## src/rtl/mem_arbiter_if.sv

```systemverilog
// mem_arbiter_if
// Bundles every signal of the shared-RAM sequencer apart from clock and reset.
//   Pipeline side : if_req/if_addr (IF stage), mem_req/mem_we/mem_addr/mem_wdata
//                   (MEM stage), if_rdata/mem_rdata (returned words),
//                   stall/step_done/bus_err (pipeline control).
//   RAM side      : ram_en/ram_we/ram_addr/ram_wdata (access request),
//                   ram_rdata/ram_ack (access completion).
// Modport master is the arbiter's view; modport slave is the view of the
// pipeline and the RAM that surround it.
interface mem_arbiter_if;
    logic        if_req;
    logic [31:0] if_addr;
    logic        mem_req;
    logic        mem_we;
    logic [31:0] mem_addr;
    logic [31:0] mem_wdata;
    logic [31:0] if_rdata;
    logic [31:0] mem_rdata;
    logic        stall;
    logic        step_done;
    logic        bus_err;
    logic        ram_en;
    logic        ram_we;
    logic [31:0] ram_addr;
    logic [31:0] ram_wdata;
    logic [31:0] ram_rdata;
    logic        ram_ack;

    modport master (
        input  if_req, if_addr, mem_req, mem_we, mem_addr, mem_wdata,
        input  ram_rdata, ram_ack,
        output if_rdata, mem_rdata, stall, step_done, bus_err,
        output ram_en, ram_we, ram_addr, ram_wdata
    );

    modport slave (
        output if_req, if_addr, mem_req, mem_we, mem_addr, mem_wdata,
        output ram_rdata, ram_ack,
        input  if_rdata, mem_rdata, stall, step_done, bus_err,
        input  ram_en, ram_we, ram_addr, ram_wdata
    );
endinterface

```

## src/rtl/mem_arbiter.sv

```systemverilog
// mem_arbiter
// Shares one single-port RAM between instruction fetch and the MEM stage.
// Each pipeline step is one transaction: data access first (if any), then
// fetch (if any). stall holds the pipeline until the DONE cycle, where
// step_done pulses and the pipeline registers load.
// Ports:
//   clock - system clock, rising edge
//   reset - asynchronous, active-low
//   bus   - mem_arbiter_if.master (pipeline requests/results and RAM bus)
// Parameter:
//   TIMEOUT - cycles allowed per access before it is aborted (2..255)
module mem_arbiter #(
    parameter int TIMEOUT = 255
) (
    input  logic          clock,
    input  logic          reset,
    mem_arbiter_if.master bus
);

    typedef enum logic [1:0] {
        IDLE = 2'd0,
        DATA = 2'd1,
        INST = 2'd2,
        DONE = 2'd3
    } state_t;

    // Last wait-count value; reaching it without an ack aborts the access.
    localparam logic [7:0] WAIT_LAST_C = 8'(TIMEOUT - 1);

    state_t      state_r;
    state_t      state_next_s;
    logic [7:0]  wait_cnt_r;
    logic        pend_if_r;
    logic        err_flag_r;
    logic        ack_s;
    logic        abort_s;
    logic        leave_s;
    logic        stall_s;

    logic [31:0] if_rdata_r;
    logic [31:0] mem_rdata_r;
    logic        step_done_r;
    logic        bus_err_r;
    logic        ram_en_r;
    logic        ram_we_r;
    logic [31:0] ram_addr_r;
    logic [31:0] ram_wdata_r;

    // Access completion: ack or timeout, only meaningful while an access is open.
    always_comb begin
        ack_s   = 1'b0;
        abort_s = 1'b0;
        if (state_r == DATA || state_r == INST) begin
            ack_s   = bus.ram_ack;
            abort_s = !bus.ram_ack && (wait_cnt_r == WAIT_LAST_C);
        end else begin
            ack_s   = 1'b0;
            abort_s = 1'b0;
        end
        leave_s = ack_s | abort_s;
    end

    // Next-state decision and the combinational stall.
    always_comb begin
        state_next_s = state_r;
        stall_s      = 1'b0;
        case (state_r)
            IDLE: begin
                stall_s = bus.if_req | bus.mem_req;
                if (bus.mem_req) begin
                    state_next_s = DATA;
                end else if (bus.if_req) begin
                    state_next_s = INST;
                end else begin
                    state_next_s = IDLE;
                end
            end
            DATA: begin
                stall_s = 1'b1;
                if (leave_s) begin
                    state_next_s = pend_if_r ? INST : DONE;
                end else begin
                    state_next_s = DATA;
                end
            end
            INST: begin
                stall_s = 1'b1;
                if (leave_s) begin
                    state_next_s = DONE;
                end else begin
                    state_next_s = INST;
                end
            end
            DONE: begin
                stall_s      = 1'b0;
                state_next_s = IDLE;
            end
            default: begin
                stall_s      = 1'b0;
                state_next_s = IDLE;
            end
        endcase
    end

    // State register.
    always_ff @(posedge clock or negedge reset) begin
        if (!reset) begin
            state_r <= IDLE;
        end else begin
            state_r <= state_next_s;
        end
    end

    // Wait counter restarts on every state change, so DATA->INST starts fresh.
    always_ff @(posedge clock or negedge reset) begin
        if (!reset) begin
            wait_cnt_r <= 8'd0;
        end else if (state_next_s != state_r) begin
            wait_cnt_r <= 8'd0;
        end else if ((state_r == DATA || state_r == INST) && !bus.ram_ack) begin
            wait_cnt_r <= wait_cnt_r + 8'd1;
        end
    end

    // Error flag survives the whole step and is dropped as DONE hands back to IDLE.
    always_ff @(posedge clock or negedge reset) begin
        if (!reset) begin
            err_flag_r <= 1'b0;
        end else if (state_r == DONE) begin
            err_flag_r <= 1'b0;
        end else if (abort_s) begin
            err_flag_r <= 1'b1;
        end
    end

    // Registered RAM bus, read-data capture and step status.
    always_ff @(posedge clock or negedge reset) begin
        if (!reset) begin
            pend_if_r   <= 1'b0;
            ram_en_r    <= 1'b0;
            ram_we_r    <= 1'b0;
            ram_addr_r  <= 32'h0;
            ram_wdata_r <= 32'h0;
            if_rdata_r  <= 32'h0;
            mem_rdata_r <= 32'h0;
            step_done_r <= 1'b0;
            bus_err_r   <= 1'b0;
        end else begin
            // Both flags line up with the DONE cycle; an abort in the final
            // access must still show up, hence the abort_s term.
            step_done_r <= (state_next_s == DONE);
            bus_err_r   <= (state_next_s == DONE) && (err_flag_r || abort_s);
            case (state_r)
                IDLE: begin
                    if (bus.mem_req) begin
                        ram_en_r    <= 1'b1;
                        ram_we_r    <= bus.mem_we;
                        ram_addr_r  <= bus.mem_addr;
                        ram_wdata_r <= bus.mem_wdata;
                        pend_if_r   <= bus.if_req;
                    end else if (bus.if_req) begin
                        ram_en_r    <= 1'b1;
                        ram_we_r    <= 1'b0;
                        ram_addr_r  <= bus.if_addr;
                    end
                end
                DATA: begin
                    if (leave_s) begin
                        // A store has no destination register, even on abort.
                        if (!ram_we_r) begin
                            mem_rdata_r <= ack_s ? bus.ram_rdata : 32'h0;
                        end
                        if (pend_if_r) begin
                            ram_en_r   <= 1'b1;
                            ram_we_r   <= 1'b0;
                            ram_addr_r <= bus.if_addr;
                        end else begin
                            ram_en_r <= 1'b0;
                            ram_we_r <= 1'b0;
                        end
                    end
                end
                INST: begin
                    if (leave_s) begin
                        if_rdata_r <= ack_s ? bus.ram_rdata : 32'h0;
                        ram_en_r   <= 1'b0;
                        ram_we_r   <= 1'b0;
                    end
                end
                DONE: begin
                    ram_en_r <= 1'b0;
                    ram_we_r <= 1'b0;
                end
                default: begin
                    ram_en_r <= 1'b0;
                    ram_we_r <= 1'b0;
                end
            endcase
        end
    end

    assign bus.stall     = stall_s;
    assign bus.step_done = step_done_r;
    assign bus.bus_err   = bus_err_r;
    assign bus.ram_en    = ram_en_r;
    assign bus.ram_we    = ram_we_r;
    assign bus.ram_addr  = ram_addr_r;
    assign bus.ram_wdata = ram_wdata_r;
    assign bus.if_rdata  = if_rdata_r;
    assign bus.mem_rdata = mem_rdata_r;

endmodule

```

## src/flat_wrapper.sv

```systemverilog
// flat-port wrapper written by rule: the top's interface ports become plain ports
module mem_arbiter_flat 
#(
    parameter int TIMEOUT = 255
)
  (clock, reset, bus_if_req, bus_if_addr, bus_mem_req, bus_mem_we, bus_mem_addr, bus_mem_wdata, bus_ram_rdata, bus_ram_ack, bus_if_rdata, bus_mem_rdata, bus_stall, bus_step_done, bus_bus_err, bus_ram_en, bus_ram_we, bus_ram_addr, bus_ram_wdata);
  mem_arbiter_if bus_i ();
  input  logic clock;
  input  logic reset;
  input wire logic [$bits(bus_i.if_req)-1:0] bus_if_req;
  input wire logic [$bits(bus_i.if_addr)-1:0] bus_if_addr;
  input wire logic [$bits(bus_i.mem_req)-1:0] bus_mem_req;
  input wire logic [$bits(bus_i.mem_we)-1:0] bus_mem_we;
  input wire logic [$bits(bus_i.mem_addr)-1:0] bus_mem_addr;
  input wire logic [$bits(bus_i.mem_wdata)-1:0] bus_mem_wdata;
  input wire logic [$bits(bus_i.ram_rdata)-1:0] bus_ram_rdata;
  input wire logic [$bits(bus_i.ram_ack)-1:0] bus_ram_ack;
  output wire logic [$bits(bus_i.if_rdata)-1:0] bus_if_rdata;
  output wire logic [$bits(bus_i.mem_rdata)-1:0] bus_mem_rdata;
  output wire logic [$bits(bus_i.stall)-1:0] bus_stall;
  output wire logic [$bits(bus_i.step_done)-1:0] bus_step_done;
  output wire logic [$bits(bus_i.bus_err)-1:0] bus_bus_err;
  output wire logic [$bits(bus_i.ram_en)-1:0] bus_ram_en;
  output wire logic [$bits(bus_i.ram_we)-1:0] bus_ram_we;
  output wire logic [$bits(bus_i.ram_addr)-1:0] bus_ram_addr;
  output wire logic [$bits(bus_i.ram_wdata)-1:0] bus_ram_wdata;
  assign bus_i.if_req = bus_if_req;
  assign bus_i.if_addr = bus_if_addr;
  assign bus_i.mem_req = bus_mem_req;
  assign bus_i.mem_we = bus_mem_we;
  assign bus_i.mem_addr = bus_mem_addr;
  assign bus_i.mem_wdata = bus_mem_wdata;
  assign bus_i.ram_rdata = bus_ram_rdata;
  assign bus_i.ram_ack = bus_ram_ack;
  assign bus_if_rdata = bus_i.if_rdata;
  assign bus_mem_rdata = bus_i.mem_rdata;
  assign bus_stall = bus_i.stall;
  assign bus_step_done = bus_i.step_done;
  assign bus_bus_err = bus_i.bus_err;
  assign bus_ram_en = bus_i.ram_en;
  assign bus_ram_we = bus_i.ram_we;
  assign bus_ram_addr = bus_i.ram_addr;
  assign bus_ram_wdata = bus_i.ram_wdata;
  mem_arbiter #(.TIMEOUT(TIMEOUT)) u_core (.clock(clock), .reset(reset), .bus(bus_i));
endmodule
```

## config.mk

```make
export PLATFORM = sky130hd
export DESIGN_NAME = mem_arbiter_flat
export DESIGN_NICKNAME = d
export VERILOG_FILES = /design/src/rtl/mem_arbiter_if.sv /design/src/rtl/mem_arbiter.sv /design/src/flat_wrapper.sv
export SDC_FILE = /design/constraint.sdc
export NUM_CORES = 1
export LEC_CHECK = 0
export CELL_PAD_IN_SITES_DETAIL_PLACEMENT = 2
export CELL_PAD_IN_SITES_GLOBAL_PLACEMENT = 2
export CORE_ASPECT_RATIO = 0.5
export CORE_UTILIZATION = 27
export DETAILED_ROUTE_END_ITERATION = 10
export PLACE_DENSITY = 0.9
export REMOVE_ABC_BUFFERS = 1
export SLEW_MARGIN = 10
export SYNTH_ARGS = -nofsm -noshare
export SYNTH_HDL_FRONTEND = slang
export SYNTH_SLANG_ARGS = --single-unit
```

## constraint.sdc

```tcl
create_clock -name clock -period 2.9 [get_ports clock]
set_input_delay 0.435 -clock clock [delete_from_list [all_inputs] [get_ports clock]]
set_output_delay 0.435 -clock clock [all_outputs]
set_load 0.05 [all_outputs]
```

# After elaboration in Yosys (flattened, before gate mapping)
# Cells that the tools add are included.
# Widths: inputs -> output; s select.
totals:
  ff_bits: 144
  latch_bits: 0
  ram_bits: 0
  rom_bits: 0
  elab_cells: 72
  mem_count: 0
classes:
  addsub: 1
  mul: 0
  div: 0
  n_lt_le_gt_ge: 0
  n_eq_ne: 11
  shifts: 0
  n_mux: 28
  bitwise: 3
  reduce_logical: 17
op_table:
  columns: ["op", "count"]
  rows:
  - ["$mux 32", 5]
  - ["$pmux 32 s2", 1]
  - ["$mux 8", 2]
  - ["$mux 1", 13]
  - ["$add 8x1->8 const B", 1]
  - ["$eq 8x8->1 const B", 1]
  - ["$ne 2x1->1 const B", 4]
  - ["$pmux 2 s4", 1]
  - ["$eq 2x2->1 const B", 3]
  - ["$mux 2", 3]
  - ["$pmux 1 s3", 2]
  - ["$reduce_and 2->1", 3]
  - ["$reduce_and 3->1", 2]
  - ["$reduce_bool 2->1", 3]
  - ["$pmux 1 s4", 1]
  - ["$reduce_and 4->1", 1]
  - ["$logic_and 1x1->1", 3]
  - ["$ne 3x3->1 const B", 1]
  - ["$eq 2x1->1 const B", 1]
  - ["$logic_not 2->1", 1]
  - ["$logic_or 1x1->1", 2]
  - ["$ne 2x2->1", 1]
  - ["$or 1x1->1", 2]
  - ["$reduce_or 2->1", 1]
  - ["2 further kinds", 2]

# Depth between registers and ports, before layout
depth:
  ltp_word: 8
  mapped_depth: 10

# Least setup slack after synthesis
# Ideal clock, no wire load.
synth_timing:
  kind: "register -> register"
  startpoint: "register u_core.state_r[0]"
  endpoint: "register u_core.ram_addr_r[10] (netlist: u_core.bus.ram_addr[10])"
  setup_ns: 0.125
  arrival_ns: 2.319
  required_ns: 2.775
  setup_slack_ns: 0.455
  path_stages_with_launch: 11
  path_buffers: 3
  cell_sequence: "dfrtp_1 -> inv_1 -> ha_1 -> and2_4 -> buf_6 -> a21o_1 -> buf_6 -> and3_4 -> o21ai_4 -> buf_12 -> mux2_4"
synth_between:
  elab_chain_len: 6
  elab_cells_between_ends: 13
  classes_between: "eq/ne (5); mux (3); bitwise (1); reduce/logical (4)"
synth_lines:
  columns: ["element", "line_no", "rtl"]
  rows:
  - ["start, declared", "mem_arbiter.sv:30", "state_t state_r;"]
  - ["start signal, assigned", "mem_arbiter.sv:110", "state_r <= state_next_s;"]
  - ["$eq 2x1->1 or $eq 2x2->1 (tied branches)", "mem_arbiter.sv:53, mem_arbiter.sv:153", null]
  - ["$logic_or 1x1->1", "mem_arbiter.sv:53", "if (state_r == DATA || state_r == INST) begin"]
  - ["$mux 1", "mem_arbiter.sv:53", null]
  - ["$or 1x1->1", "mem_arbiter.sv:60", "leave_s = ack_s | abort_s;"]
  - ["$ne 2x1->1 (no line)", null, null]
  - ["$reduce_and 4->1 (no line)", null, null]
  - ["end signal, assigned", "mem_arbiter.sv:158", "ram_addr_r <= bus.mem_addr;"]
  - ["end signal, assigned", "mem_arbiter.sv:164", "ram_addr_r <= bus.if_addr;"]
  - ["end signal, assigned", "mem_arbiter.sv:176", "ram_addr_r <= bus.if_addr;"]
  - ["end, declared", "mem_arbiter.sv:46", "logic [31:0] ram_addr_r;"]
# Several ways; a longest one is shown, not always the timed one.
# A chain may end at the register's enable or synchronous reset.

# Worst setup path after layout
layout_timing:
  startpoint: "register u_core.state_r[1]"
  endpoint: "register u_core.ram_addr_r[0] (netlist: u_core.bus.ram_addr[0])"
# Same word-level chain as after synthesis.

==> run summary <==
CLOCKING
----------------------------------------------------------------------------------------
Clock tree from TritonCTS                                                          built
Cell at the root of the clock tree                                          sky130_fd_sc_hd__clkbuf_16
Total of cells resized after clock tree synthesis                                      0
CTS Buf Count                                                                         17
Clock tree sinks                                                                     144
Quantity of hold-fixing buffers added after cts                                        0
Clk_lat worst skew                                                               0.44 ns
Clk slew on worst S/H paths                                                      0.07 ns
Buffers from clock root to sink, at most                                               2
H-Tree Depth                                                                           4
Setup repair bufs after CTS                                                            0

GRT
----------------------------------------------------------------------------------------
Total routing usage reported by global routing                                    21.15%
Wire length of the first global-routing pass                                    37340 um
Pin count of the biggest net entering global routing                                  72
Gr ovfl total                                                                          0
Vias in the first global route                                                      6011
Initial antenna violation count                                                        1

LOGIC SYNTHESIS
----------------------------------------------------------------------------------------
Total of flip-flops plus latches after synthesis                                     144
Share of the yosys chip area belonging to registers                               57.01%
Most repeated cell in the gate-level netlist after synthesis                sky130_fd_sc_hd__dfrtp_1
Cell variety after synth                                                              43
Number of cells produced by synthesis                                                497
Number of enable-type register cells in the synthesized netlist                        0
Largest cells by area after synthesis                                       sky130_fd_sc_hd__dfrtp_1 57%, sky130_fd_sc_hd__mux2_2 12%, sky130_fd_sc_hd__mux2_4 7.1%
Average footprint of a synthesized cell                                       12.72 um^2
Area fraction of the dominant cell type after synthesis                           57.01%
Async set-or-reset flop fraction in the synthesized netlist                       100.0%
Most frequent cells after synthesis                                         144 x sky130_fd_sc_hd__dfrtp_1, 69 x sky130_fd_sc_hd__nand2_1, 67 x sky130_fd_sc_hd__mux2_2
Dominant synthesized flop cell                                              sky130_fd_sc_hd__dfrtp_1
Post-synthesis cell type with the largest combined area                     sky130_fd_sc_hd__dfrtp_1
Synth warnings                                                                         0
Summed instance area of the synthesized netlist                                6321 um^2

FLOORPLAN
----------------------------------------------------------------------------------------
Top-level I/O count                                                                  267
Total core area                                                               22890 um^2
Floorplan die width                                                             218.4 um
Height of the die                                                               110.2 um
Cell row count                                                                        39
Initial cell density of the core                                                  27.62%
Area of the die                                                               24060 um^2

DRT
----------------------------------------------------------------------------------------
DRC viols                                                                              0
Average via count per standard cell                                                4.766
Via count                                                                           5162
Post-detailed-route count of antenna-violating nets                                    0
Number of search-and-repair iterations in the first detailed-routing pass              4
DR iter-0 viols                                                                      285
Final wirelength                                                                25130 um
Post-DR wirelength/cell                                                         23.20 um

POWER
----------------------------------------------------------------------------------------
Reported net switching power                                                  0.006966 W
Switching fraction of total power                                                 48.75%
Largest vdd supply drop                                                        0.5297 mV
Part of the total power dissipated in sequential elements                          25.2%
P_leak                                                                          4.211 nW
Int Power                                                                     0.007323 W
Pwr Density                                                                 1441 nW/um^2
Clock network power share                                                          15.7%
Share of power burned in combinational logic                                       59.1%

JOB
----------------------------------------------------------------------------------------
Max_cap viols                                                                          0

STATUS
----------------------------------------------------------------------------------------
Outcome                                                                     finished, final reports clean

LAYOUT
----------------------------------------------------------------------------------------
Layout cell share with drive strength beyond 1                                    19.35%
Layout Area Growth over Synthesis                                                 56.85%
Total non-filler cell area in the finished layout                              9915 um^2
Final core area utilization                                                       43.32%
Number of nets in the layout                                                         903

WORST SETUP PATH
----------------------------------------------------------------------------------------
Worst path top cell family by delay                                         simple AND/OR/NAND/NOR gates
Buffering stage count on the worst path with inverters included                        2
Origin of the critical flop-to-flop path                                    u_core.state_r[1]
Crit path arrival time                                                           3.17 ns
Highest-delay cell along the critical path                                  sky130_fd_sc_hd__dfrtp_1
Slowest cell delay on critical path                                              0.49 ns
Critical path required time                                                      3.22 ns
Worst setup path class                                                      flop to flop
Top fanout value on the critical path                                                 32
Startpoint types                                                                    flop
Kind of capture point of the worst setup path                                       flop
Start point of the critical path                                            u_core.state_r[1]
Cell-by-cell trace of the critical path                                     inv_1 > ha_1 > and4_1 > a21o_1 > and3_4 > o21ai_4 > buf_12 > mux2_2

PLACE
----------------------------------------------------------------------------------------
Global placer's final weighted congestion                                         0.7647
Post-Place Setup Slack                                                         0.1542 ns
IO Port Bufs                                                                         266
Cell Area, Placed                                                              9328 um^2
Total half-perimeter wirelength after legalization and detailed placement       17500 um

TIMING
----------------------------------------------------------------------------------------
Minimum clock period after layout                                               2.849 ns
Normalized max-slew margin                                                        52.25%
Final period utilization                                                          98.24%
Worst setup slack after layout                                                0.05103 ns
Fmax achieved                                                                  351.0 MHz
Unrepaired setup endpoints after global routing                                    false
Worst Clk Skew                                                               0.009236 ns
Endpoints failing setup                                                                0
Number of endpoints with negative hold slack in the final report                       0
Max-slew violation total from the final report                                         0
Actual transition at the worst max-transition pin                              0.7163 ns

WORST HOLD PATH
----------------------------------------------------------------------------------------
Worst hold path class                                                       input pin to async pin

-- layer usage --
metal | wire (um) | track usage [%] | up-vias
met1 | 9451 | 22.44 | 2723
met4 | 866 | 10.84 | 0
met2 | 14200 | 41.07 | 111
met3 | 607 | 3.374 | 51
met5 | 0 | 0 | -
li1 | - | - | 2277
-- placed cells by master, fill, tap and decap left out, types with 2 or more instances in the layout --
cell type                         Yosys  layout
sky130_fd_sc_hd__a2111oi_0            2       2
sky130_fd_sc_hd__a21o_1               2       2
sky130_fd_sc_hd__a21oi_1              5       5
sky130_fd_sc_hd__a22o_1              32      32
sky130_fd_sc_hd__and2_1               2       2
sky130_fd_sc_hd__and3_1               4       4
sky130_fd_sc_hd__and4_1               3       3
sky130_fd_sc_hd__buf_12               3       4
sky130_fd_sc_hd__buf_4                0       9
sky130_fd_sc_hd__bufinv_16            0       2
sky130_fd_sc_hd__clkbuf_16            0      17
sky130_fd_sc_hd__clkdlybuf4s50_1      0     264
sky130_fd_sc_hd__clkinv_2             0       3
sky130_fd_sc_hd__clkinv_4             0       4
sky130_fd_sc_hd__clkinvlp_4           0       3
sky130_fd_sc_hd__dfrtp_1            144     144
sky130_fd_sc_hd__ha_1                 7       7
sky130_fd_sc_hd__inv_1                5       5
sky130_fd_sc_hd__inv_6                0       3
sky130_fd_sc_hd__mux2_2              67      67
sky130_fd_sc_hd__mux2_4              30      30
sky130_fd_sc_hd__nand2_1             69      69
sky130_fd_sc_hd__nand3_1              3       3
sky130_fd_sc_hd__nand3b_1             2       2
sky130_fd_sc_hd__nand4_1              3       3
sky130_fd_sc_hd__nor2_1              17      17
sky130_fd_sc_hd__nor2b_1              6       5
sky130_fd_sc_hd__o21ai_0             38      38
sky130_fd_sc_hd__xnor2_1              3       3
sky130_fd_sc_hd__xor2_1               4       4
-- worst reg2reg max path, delay by kind of cell (launching register included) --
family                     cells  cell delay [ns]
and+or+nand+nor                2             0.54
DFF                            1             0.49
AOI/OAI and AO/OA              2             0.47
buffers and inverters          2             0.44
adders and majority gates      1             0.40
muxes                          1             0.40
-- area by class of cell --
cell class	instances	area [um^2]
fillers	2297	12970
inverters	5	18.77
repair buffers	278	2801
clock buffers	17	425.4
diodes	1	2.502
flip-flops and latches	144	3603
multi-input cells	316	2520
well taps	307	384.1
clock inverters	15	158.9
-- final timing paths --
path                            slack, ns                       end  depth (start not counted)
worst max-delay path                 0.05    u_core.bus.ram_addr[0]                          8
worst min-delay path                 0.02   u_core.bus.ram_addr[24]                          1
worst max register to register       0.05    u_core.bus.ram_addr[0]                          8
worst min register to register       0.49  u_core.bus.mem_rdata[14]                          2
max in group asynchronous            2.09  u_core.bus.ram_wdata[30]                          2
min in group clock                   0.49  u_core.bus.mem_rdata[14]                          2
-- through the flow --
stage / instances / hold slack, ns / TNS [ns] / total power, W
global route: 1083 / 0.04382 / 0 / 0.01484
global placement: 1050 / 0.4642 / 0 / 0.01158
detailed placement: 1050 / 0.4708 / 0 / 0.01197
CTS: 1082 / 0.04781 / 0 / 0.01443
finish: 1083 / 0.01628 / 0 / 0.01429
floorplan: 465 / 0.1394 / -5.833 / 0.008819
-- power groups by stage --
stage	clock network [W]	registers, W	logic [W]
6_report	0.00225	0.00360	0.00844
5_1_grt	0.00238	0.00369	0.00877
4_1_cts	0.00231	0.00360	0.00852
3_5_place_dp	0	0.00358	0.00838
3_3_place_gp	0	0.00347	0.00811
2_1_floorplan	0	0.00659	0.00223
-- cells by family after synthesis --
logic type / synth area share (%)
flops: 57.01
xor+xnor: 0.9699
mux: 19.06
simple gates: 8.690
compound gates: 9.640
fa+ha+maj: 1.386
buf+inv: 3.246
-- sequential cells by signal (all words and copies together), names as in the netlist --
signal,count
u_core.err_flag_r,1
u_core.bus.ram_we,1
u_core.bus.step_done,1
u_core.bus.ram_en,1
u_core.bus.ram_wdata,32
u_core.bus.bus_err,1
u_core.bus.if_rdata,32
u_core.state_r,2
u_core.bus.mem_rdata,32
u_core.wait_cnt_r,8
u_core.pend_if_r,1
u_core.bus.ram_addr,32
(Power assumes the default switching activity.)
